**config.mk**
```make
export PLATFORM = sky130hd
export DESIGN_NAME = display_decoder
export DESIGN_NICKNAME = d
export VERILOG_FILES = /design/src/rtl/display_decoder.sv
export SDC_FILE = /design/constraint.sdc
export NUM_CORES = 1
export LEC_CHECK = 0
export CAP_MARGIN = 20
export CORE_MARGIN = 2
export CORE_UTILIZATION = 30
export DETAILED_ROUTE_END_ITERATION = 6
export SYNTH_ARGS = -nofsm -noshare
export SYNTH_HDL_FRONTEND = slang
export SYNTH_SLANG_ARGS = --single-unit
```
**constraint.sdc**
```tcl
create_clock -name clk -period 12.85 [get_ports clk]
set_clock_uncertainty 0.2 [all_clocks]
set_input_delay 2.57 -clock clk [delete_from_list [all_inputs] [get_ports clk]]
set_output_delay 2.57 -clock clk [all_outputs]
set_load 0.01 [all_outputs]
```
**src/rtl/display_decoder.sv**
```systemverilog
// Readback decoder: six active-low 7-segment digits (MSD first) -> 20-bit binary, one digit per clock.
// Latency 7 cycles start->done (k+2 on an invalid digit at index k); one decode per 8 cycles.
// No backpressure: start is ignored unless idle. Optional DISPLAY_DECODER_BLANK_EN accepts leading blanks.
module display_decoder (
    input  logic        clk,
    input  logic        rst,
    input  logic        start,
    input  logic [7:0]  displayBits [0:5],
    output logic        busy,
    output logic        done,
    output logic [19:0] result,
    output logic        error
);

    typedef enum logic [1:0] {IDLE, DECODE, DONE} state_t;

    state_t      state, state_nxt;
    logic [7:0]  shadow [0:5];
    logic [2:0]  idx;
    logic [19:0] acc, acc_nxt;
    logic        err_flag;
    logic [7:0]  cur_pat;
    logic [3:0]  dig;
    logic        dig_vld;
`ifdef DISPLAY_DECODER_BLANK_EN
    logic        seen;
`endif

    // Digit recognition; dp is forced off so it never affects the match.
    always_comb begin
        cur_pat = 8'hFF;
        case (idx)
            3'd0:    cur_pat = shadow[0];
            3'd1:    cur_pat = shadow[1];
            3'd2:    cur_pat = shadow[2];
            3'd3:    cur_pat = shadow[3];
            3'd4:    cur_pat = shadow[4];
            3'd5:    cur_pat = shadow[5];
            default: cur_pat = 8'hFF;
        endcase
        dig     = 4'd0;
        dig_vld = 1'b1;
        case (cur_pat | 8'h80)
            8'hC0:   dig = 4'd0;
            8'hF9:   dig = 4'd1;
            8'hA4:   dig = 4'd2;
            8'hB0:   dig = 4'd3;
            8'h99:   dig = 4'd4;
            8'h92:   dig = 4'd5;
            8'h82:   dig = 4'd6;
            8'hF8:   dig = 4'd7;
            8'h80:   dig = 4'd8;
            8'h90:   dig = 4'd9;
`ifdef DISPLAY_DECODER_BLANK_EN
            8'hFF:   dig_vld = ~seen;
`endif
            default: dig_vld = 1'b0;
        endcase
        acc_nxt = (acc << 3) + (acc << 1) + {16'd0, dig};
    end

    always_comb begin
        state_nxt = state;
        case (state)
            IDLE:    if (start) state_nxt = DECODE;
            DECODE:  if (!dig_vld || idx == 3'd5) state_nxt = DONE;
            DONE:    state_nxt = IDLE;
            default: state_nxt = IDLE;
        endcase
    end

    assign busy = (state != IDLE);

    always_ff @(posedge clk) begin
        if (rst) begin
            state    <= IDLE;
            idx      <= 3'd0;
            acc      <= 20'd0;
            err_flag <= 1'b0;
            done     <= 1'b0;
            result   <= 20'd0;
            error    <= 1'b0;
            for (int i = 0; i < 6; i++) shadow[i] <= 8'hFF;
`ifdef DISPLAY_DECODER_BLANK_EN
            seen     <= 1'b0;
`endif
        end else begin
            state <= state_nxt;
            done  <= 1'b0;
            case (state)
                IDLE: begin
                    if (start) begin
                        shadow   <= displayBits;
                        acc      <= 20'd0;
                        idx      <= 3'd0;
                        err_flag <= 1'b0;
`ifdef DISPLAY_DECODER_BLANK_EN
                        seen     <= 1'b0;
`endif
                    end
                end
                DECODE: begin
                    acc <= acc_nxt;
                    if (!dig_vld) err_flag <= 1'b1;
                    else if (idx != 3'd5) idx <= idx + 3'd1;
`ifdef DISPLAY_DECODER_BLANK_EN
                    // A blank only counts as leading until the first real digit.
                    if ((cur_pat | 8'h80) != 8'hFF) seen <= 1'b1;
`endif
                end
                DONE: begin
                    done   <= 1'b1;
                    result <= err_flag ? 20'd0 : acc;
                    error  <= err_flag;
                end
                default: ;
            endcase
        end
    end

endmodule
```
# Word-level counts from Yosys, hierarchy flattened
# Index checks and enable logic that the tools add are counted.
[classes]
addsub = 3
multipliers = 0
div = 0
magnitude_cmp = 0
eq_ne = 22
n_shift = 0
n_mux = 17
bitwise_logic = 0
reduce_logical = 13
[ops]
columns = ["cell", "n"]
rows = [
  ["$pmux W7 S6", 1],
  ["$mux W20", 2],
  ["$pmux W20 S2", 1],
  ["$pmux W4 S9", 1],
  ["$eq A7 B5 Y1 const B", 3],
  ["$eq A7 B7 Y1 const B", 3],
  ["$add A20 B20 Y20", 1],
  ["$add A20 B4 Y20", 1],
  ["$eq A7 B6 Y1 const B", 2],
  ["$ne A2 B2 Y1 const B", 5],
  ["$reduce_or A10 Y1", 1],
  ["$mux W3", 3],
  ["$eq A7 B2 Y1 const B", 1],
  ["$logic_not A7 Y1", 1],
  ["$eq A3 B2 Y1 const B", 2],
  ["$eq A3 B3 Y1 const B", 2],
  ["$pmux W3 S2", 1],
  ["$reduce_and A2 Y1", 3],
  ["$mux W1", 4],
  ["$mux W2", 2],
  ["$pmux W2 S2", 1],
  ["$reduce_and A4 Y1", 1],
  ["$reduce_bool A2 Y1", 2],
  ["$add A3 B1 Y3 const B", 1],
  ["other kinds (10)", 10],
]
[totals]
reg_bits = 90
latch_bits = 0
ramBits = 0
rom_bits = 0
input_bits = 51
wordCells = 68
n_memories = 0

# Logic depth before layout (Yosys ltp)
[depth]
word_depth = 9
depth_mapped = 25
mapped_depth_nobuf = 22

# Worst setup path before layout
# No wires, ideal clock.
[synth_timing]
path_type = "reg2reg"
start = "register idx[2]"
end = "register acc[18]"
arrival_ns = 4.613
required_time_ns = 12.524
path_slack_ns = 7.910
stages_incl_launch_ff = 24
n_path_buf = 3
path_cell_list = "dfxtp_1 buf_6 buf_6 inv_1 ha_1 buf_2 a32oi_1 o21ai_0 a211oi_2 nand2_1 nor3_1 nand2_1 fa_1 inv_1 fa_1 a21o_1 a21oi_1 o21bai_1 a2111oi_0 nor2_1 a31oi_1 o21ai_0 xnor2_1 o21ai_0"
[synth_via]
elab_chain_cells = 6
[synth_rtl]
columns = ["item", "line", "rtl"]
rows = [
  ["from (decl)", "19", "logic [2:0] idx;"],
  ["from (signal assigned)", "105", "else if (idx != 3'd5) idx <= idx + 3'd1;"],
  ["$eq A3 B3 Y1, or another cell as far along", "32", "case (idx)"],
  ["$pmux W7 S6 (*)", "32", ""],
  ["$eq A7 B5 Y1, or another cell as far along", "43", "case (cur_pat | 8'h80)"],
  ["$pmux W4 S9 (*)", "43", ""],
  ["$add A20 B4 Y20 (*)", "59", "acc_nxt = (acc << 3) + (acc << 1) + {16'd0, dig};"],
  ["$pmux W20 S2 (*)", "90", "case (state)"],
  ["to (signal assigned)", "103", "acc <= acc_nxt;"],
  ["to (decl)", "20", "logic [19:0] acc, acc_nxt;"],
]
# Every way passes the cells marked *; elsewhere a longest branch is shown, timed or not.
# A chain may end at the register's enable or synchronous reset.

# Worst setup path in the final report
[layout_timing]
start = "register idx[2]"
end = "register acc[19]"
# The elaborated chain is that of the path after synthesis.

==> flow_metrics.env <==
export IMPL_status="finished clean"
export IMPL_clockRootBuffer="clkbuf_16"
export IMPL_total_power_mw=0.664
export IMPL_postRouteWirelength_um=11700
export IMPL_rsz0062_at_grt="no"
export IMPL_pre_cts_slack_ns=6.74
export IMPL_power_switching_mw=0.159
export IMPL_yosysWarnings=0
export IMPL_fin_crit_ns=6.14
export IMPL_dieArea_um2=17100
export IMPL_reg2reg_from="idx[2]"
export IMPL_area_growth_pct=24.0
export IMPL_worst_slack_ns=6.71
export IMPL_postRouteAntennaNets=0
export IMPL_slew_viol_final=0
export IMPL_synth_top_family_by_area="simple AND/OR/NAND/NOR gates"
export IMPL_r2r_end="acc[19]"
export IMPL_power_leakage_nw=2.48
export IMPL_start_util=0.305
export IMPL_crit_buf_inv=2
export IMPL_first_pass_iters=5
export IMPL_num_vias=4170
export IMPL_synth_compound_area_frac=0.159
export IMPL_synth_area_um2=4830
export IMPL_hold_viol_final=0
export IMPL_final_cell_mix="nand2_1, dfxtp_1, clkdlybuf4s50_1"
export IMPL_startpoint_type="flop"
export IMPL_hold_depth=2
export IMPL_path_cells="inv_1 > ha_1 > a32oi_1 > o21ai_0 > a211oi_2 > nand2_1 > nor3_1 > nand2_1 > fa_1 > inv_1 > ha_1 > a21oi_1 > o211ai_1 > o41ai_1 > o21ai_0 > a21oi_1 > o21ai_0 > a21oi_1 > xnor2_1 > o21ai_0"
export IMPL_drt_iter0_drc=304
export IMPL_place_gp_congestion=0.791
export IMPL_post_cts_buffers=0
export IMPL_crit_required_ns=12.87
export IMPL_placed_area_um2=5660
export IMPL_die_h_um=131
export IMPL_p_comb_frac=0.103
export IMPL_synth_edf_count=0
export IMPL_clkTransAtPathRegs_ns=0.07
export IMPL_clock_latency_ns=0.35
export IMPL_crit_top_cell="o21ai_0"
export IMPL_power_density_nw_per_um2=111
export IMPL_synth_ff_type="dfxtp_1"
export IMPL_cts_tree="yes"
export IMPL_relSlewSlack=0.273
export IMPL_drv_cap=0
export IMPL_num_rows=46
export IMPL_final_common_cell="nand2_1"
export IMPL_viasPerCell=4.96
export IMPL_yosysUniqueCellTypes=56
export IMPL_crit_family="compound AO/OA/AOI/OAI gates"
export IMPL_final_period_utilization=0.478
export IMPL_fp_coreArea_um2=15800
export IMPL_globalRouteOverflowTotal=0
export IMPL_post_drt_wl_per_cell_um=13.9
export IMPL_crit_path_end_kind="flop"
export IMPL_crit_path_max_fanout=21
export IMPL_finalSetupViolCount=0
export IMPL_synth_seq_area_share=0.373
export IMPL_clkPwrFrac=0.446
export IMPL_async_flop_share=0
export IMPL_place_hpwl_um=8040
export IMPL_ff2ff_setup_slack_ns=6.71
export IMPL_synthMuxAreaShare=0.0225
export IMPL_tns_ns=0
export IMPL_synthAdderAreaFrac=0.109
export IMPL_antenna_cells=0
export IMPL_synthCells=570
export IMPL_dieWidth_um=131
export IMPL_worstMarginPinSlew_ns=1.09
export IMPL_cp_arrival_ns=6.16
export IMPL_seq_power_share=0.451
export IMPL_cts_htree_levels=3
export IMPL_postSynthNetCount=662
export IMPL_design_area_um2=5990
export IMPL_synth_simple_area_share=0.263
export IMPL_ioPinCount=74
export IMPL_numCtsBuffers=9
export IMPL_hold_path_class="reg -> reg"
export IMPL_netSwitchingFraction=0.239
export IMPL_drc=0
export IMPL_antenna_found_initial=0
export IMPL_cts_hold_buffers=0
export IMPL_met1_length_um=5650
export IMPL_ys_ff_latch=90
export IMPL_crit_path_top_delay_cell="dfxtp_1"
export IMPL_highest_layer="met4"
export IMPL_cts_buffer_depth=2
export IMPL_path_depth=20
export IMPL_portBuffers=67
export IMPL_grt_pass1_wl_um=19300
export IMPL_r2r_worst_path_cells=20
export IMPL_intPower_mw=0.505
export IMPL_wl_met2_um=5280
export IMPL_dr_wl_met3_um=568
export IMPL_synthXorXnorAreaFrac=0.0326
export IMPL_fmax_mhz=163
export IMPL_ctsResizeCount=0
export IMPL_path_class="reg -> reg"
export IMPL_hp_start="shadow[34]"
export IMPL_grt_pass1_vias=4054
export IMPL_grt_max_degree=85
export IMPL_ir_drop_uv=71.1
export IMPL_slowest_delay_ns=0.86
export IMPL_syn_area_per_cell_um2=8.48
export IMPL_drive_gt1_frac=0.0577
export IMPL_grtUsageTotal=0.141
export IMPL_finalNetCount=711
export IMPL_clock_sinks=90
export IMPL_worstHoldEndpoint="shadow[34]"
export IMPL_final_util=0.379
-- area by class of cell --
| type | count | area (µm²) |
|---|---|---|
| Timing Repair Buffer | 72 | 703 |
| Tap cell | 216 | 270 |
| Inverter | 12 | 45.0 |
| Sequential cell | 90 | 1800 |
| Clock buffer | 11 | 253 |
| Fill cell | 1625 | 9830 |
| Clock inverter | 5 | 85.1 |
| Multi-Input combinational cell | 434 | 2840 |
-- per-layer routing --
layer | vias up | global-route usage
met5 | - | 0
met4 | 0 | 0.0401
met3 | 14 | 0.0391
met2 | 107 | 0.225
met1 | 1954 | 0.188
li1 | 2095 | -
-- cell usage after synthesis (all sizes together) (6+ instances only) --
cell    instances  share of area
inv            12         0.0093
a21o            7          0.011
a21oi          39          0.040
xnor2          11          0.020
nor2           48          0.037
clkbuf         28          0.022
dfxtp          90           0.37
nand3b         42          0.065
buf             6         0.0098
nor3b          19          0.030
a22oi          14          0.022
nand2         107          0.083
nand3           7         0.0072
mux2            9          0.023
ha             39           0.10
o21ai          18          0.019
xor2            7          0.013
-- flip-flops by register name, indices dropped and copies added, names as in the netlist --
register / cells
err_flag: 1
shadow: 42
done: 1
acc: 20
error: 1
result: 20
state: 2
idx: 3
-- metrics by stage --
| step | hold slack (ns) | instances |
|---|---|---|
| floorplan | 0.217 | 570 |
| global placement | 0.240 | 824 |
| detailed placement | 0.249 | 824 |
| CTS | 0.273 | 840 |
| global route | 0.289 | 840 |
| finish | 0.269 | 840 |
-- power by group through the flow --
stage | Combinational [mW] | Clock, mW | Sequential (mW)
finish | 0.0682 | 0.296 | 0.300
global route | 0.0763 | 0.317 | 0.301
CTS | 0.0691 | 0.303 | 0.300
detailed placement | 0.0685 | 0 | 0.306
global placement | 0.0669 | 0 | 0.305
floorplan | 0.0444 | 0 | 0.302
-- worst max path at each step --
stage           start  endpoint
6_report       idx[2]   acc[19]
5_1_grt        idx[2]   acc[19]
4_1_cts        idx[2]   acc[19]
3_5_place_dp   idx[2]   acc[19]
3_3_place_gp   idx[2]   acc[19]
2_1_floorplan  idx[2]   acc[18]
-- worst min-delay path: stages, from the launching register on --
cell	delay [ns]
dfxtp_1	0.32
nand2_1	0.05
nand3b_1	0.07
-- kinds of logic after synthesis --
logic type	Yosys count
AOI/OAI and AO/OA	115
adders and majority gates	41
DFF	90
xor gates and xnor gates	18
muxes	9
buffers and inverters	46
and+or+nand+nor	251
Note: power is estimated with default switching activity, not from simulation.
==> RTL edit (same settings) <==
Encoding of `state_t`: now one-hot (3 bits for 3 states).
--- a/src/rtl/display_decoder.sv
+++ b/src/rtl/display_decoder.sv
@@ -13,5 +13,5 @@
 );
 
-    typedef enum logic [1:0] {IDLE, DECODE, DONE} state_t;
+    typedef enum logic [2:0] {IDLE = 3'b001, DECODE = 3'b010, DONE = 3'b100} state_t;
 
     state_t      state, state_nxt;
Check against the original RTL: same outputs for any inputs over 4 cycles, from zero or initial values and one cycle with rst high; so few cycles prove little.
==> RTL edit against the unedited design <==
- design area up 2.0%
- count of clock-buffer cells in the layout unchanged
- die area up 2.8%
- sequential cell count up 1
- sequential share of layout area down 0.26 points
- synthesized area up 2.9%
- cell count up 2.1%
- routed wire length up 3.6%
- clock power down 5%
- power down 2.1%
- critical path depth down 3
- worst setup slack worse by 0.47 ns
- synthesized cell count up 3.2%
==> RTL edit: results (changes against the unedited design) <==
Synth Net Count=680 (was 662); R2R setup slack=6.25 ns (was 6.71 ns); top post-synthesis cells by area=dfxtp_1, ha_1, nand2_1, nand3b_1, a21oi_1 (unchanged); FF-to-FF path depth=17 (was 20); Seq/Total Area, Yosys=36.6% (was 37.3%); Post-synth top cells=nand2_1, dfxtp_1, a21oi_1, nand3b_1, ha_1 (was nand2_1, dfxtp_1, nor2_1, nand3b_1); Antenna Cells=0 (unchanged); post-detail-place hpwl=8360 um (was 8040 um); vias in the first global route=4137 (was 4054); slowest CP cell=dfxtp_1 (unchanged); DR vias/cell=5.03 (was 4.96); gp weighted congestion=0.864 (was 0.791); Clock Path Buffers=2 (unchanged); Overflow after GRT=0 (unchanged); Pint=496 uW (was 505 uW); worst r2r dst=acc[16] (was acc[19]); CTS Buf Count=9 (unchanged); leakage power=0.00247 uW (was 0.00248 uW); Critical Path AT=6.64 ns (was 6.16 ns); Hold Crit Class=reg -> reg (unchanged); routed len/inst=14.1 um (was 13.9 um); CP delay by family, top=compound AO/OA/AOI/OAI gates (unchanged); worst vdd ir=0.0000736 V (was 0.0000711 V); DP Cell Count=843 (was 824); first drt pass iteration count=5 (unchanged); Post-Layout Cell Count=858 (was 840); starting DRC count in detailed routing=272 (was 304); post-CTS setup buffer count=0 (unchanged); cell count after synthesis=588 (was 570); outcome=finished clean (unchanged); Port-buffer cells=67 (unchanged); Layout Nets=726 (was 711); Slew headroom=37.9% (was 27.3%); fillers=1660 (was 1625); Total GRT Usage=14.2% (was 14.1%); initial antenna violation count=0 (unchanged); library cells used by synthesis=63 (was 56); CP Launch Point=idx[2] (unchanged); CP peak stage delay=0.93 ns (was 0.86 ns); share of cells above drive strength 1=6.11% (was 5.77%); Most used DFF post-synth=dfxtp_1 (unchanged); largest net degree at the start of global routing=97 (was 85); crit path max fanout=22 (was 21); first-pass GRT wire length=20200 um (was 19300 um); Clk Latency, worst-skew pair=0.35 ns (about the same)
-- RTL edit: changes by cell type in the layout (fill, tap and decap cells not counted), sizes merged, moves of 4 or more --
cell and change:
or3 +4, nor2 -16, nand3 +10, nand2 +6, a21oi +13, a22oi -7
-- RTL edit: kinds of logic (layout without fill, tap and decap cells) --
kind of cell | count (synthesis) | in the layout | synth area share [%]
XOR/XNOR | 16 | 16 | 2.82
multiplexers | 11 | 11 | 2.44
AO/OA/AOI/OAI | 116 | 116 | 15.7
flip-flops | 91 | 91 | 36.6
buffers and inverters | 48 | 98 | 3.92
AND/OR/NAND/NOR | 265 | 265 | 27.9
adder cells (fa/ha/maj) | 41 | 41 | 10.6
-- RTL edit: layer usage --
metal	vias to the layer above	track usage, %	wire length (um)
li1	2174	-	-
met1	2016	18.2	5610
met2	103	23.4	5780
met3	20	3.79	518
met4	0	4.12	173
met5	-	0	0
-- RTL edit: worst min-delay path by stage --
stage / startpoint / endpoint / slack [ns] / cells after the start
2_1_floorplan: shadow[36] / shadow[36] / 0.23 / 2
3_3_place_gp: shadow[32] / shadow[32] / 0.25 / 2
3_5_place_dp: shadow[36] / shadow[36] / 0.25 / 2
4_1_cts: shadow[36] / shadow[36] / 0.27 / 2
5_1_grt: shadow[18] / shadow[18] / 0.29 / 2
6_report: shadow[32] / shadow[32] / 0.27 / 2
-- RTL edit: through the flow --
step / setup slack, ns / total power, uW / instance area, um^2
2_1_floorplan: 7.37 / 349 / 4980
3_3_place_gp: 6.31 / 374 / 5800
3_5_place_dp: 6.17 / 376 / 5800
4_1_cts: 6.15 / 658 / 6110
5_1_grt: 5.65 / 678 / 6110
6_report: 6.25 / 650 / 6110
-- RTL edit: worst reg2reg max path, stage by stage (launching register included) --
cell	delay [ns]
dfxtp_1	0.93
inv_1	0.20
ha_1	0.41
nor4_2	0.68
nor3_1	0.25
or4_4	0.51
o32ai_2	0.22
or2_2	0.18
ha_1	0.22
ha_1	0.24
fa_1	0.41
a21oi_1	0.17
o21ai_0	0.16
a2111oi_0	0.63
o31ai_1	0.20
a2111oi_0	0.58
nor3_1	0.12
nand3b_1	0.17
-- RTL edit: final cells by class --
cell class / count / area share [%]
Timing Repair Buffer: 72 / 11.5
Multi-Input combinational cell: 449 / 48.5
Tap cell: 220 / 4.50
Clock buffer: 11 / 3.81
Inverter: 11 / 0.676
Sequential cell: 91 / 29.8
Clock inverter: 4 / 1.25
-- RTL edit: power groups by stage --
stage / combinational (uW) / sequential (uW) / clock [uW]
2_1_floorplan: 42.9 / 306 / 0
3_3_place_gp: 65.6 / 309 / 0
3_5_place_dp: 67.1 / 309 / 0
4_1_cts: 67.6 / 303 / 288
5_1_grt: 74.7 / 304 / 299
6_report: 66.8 / 303 / 281
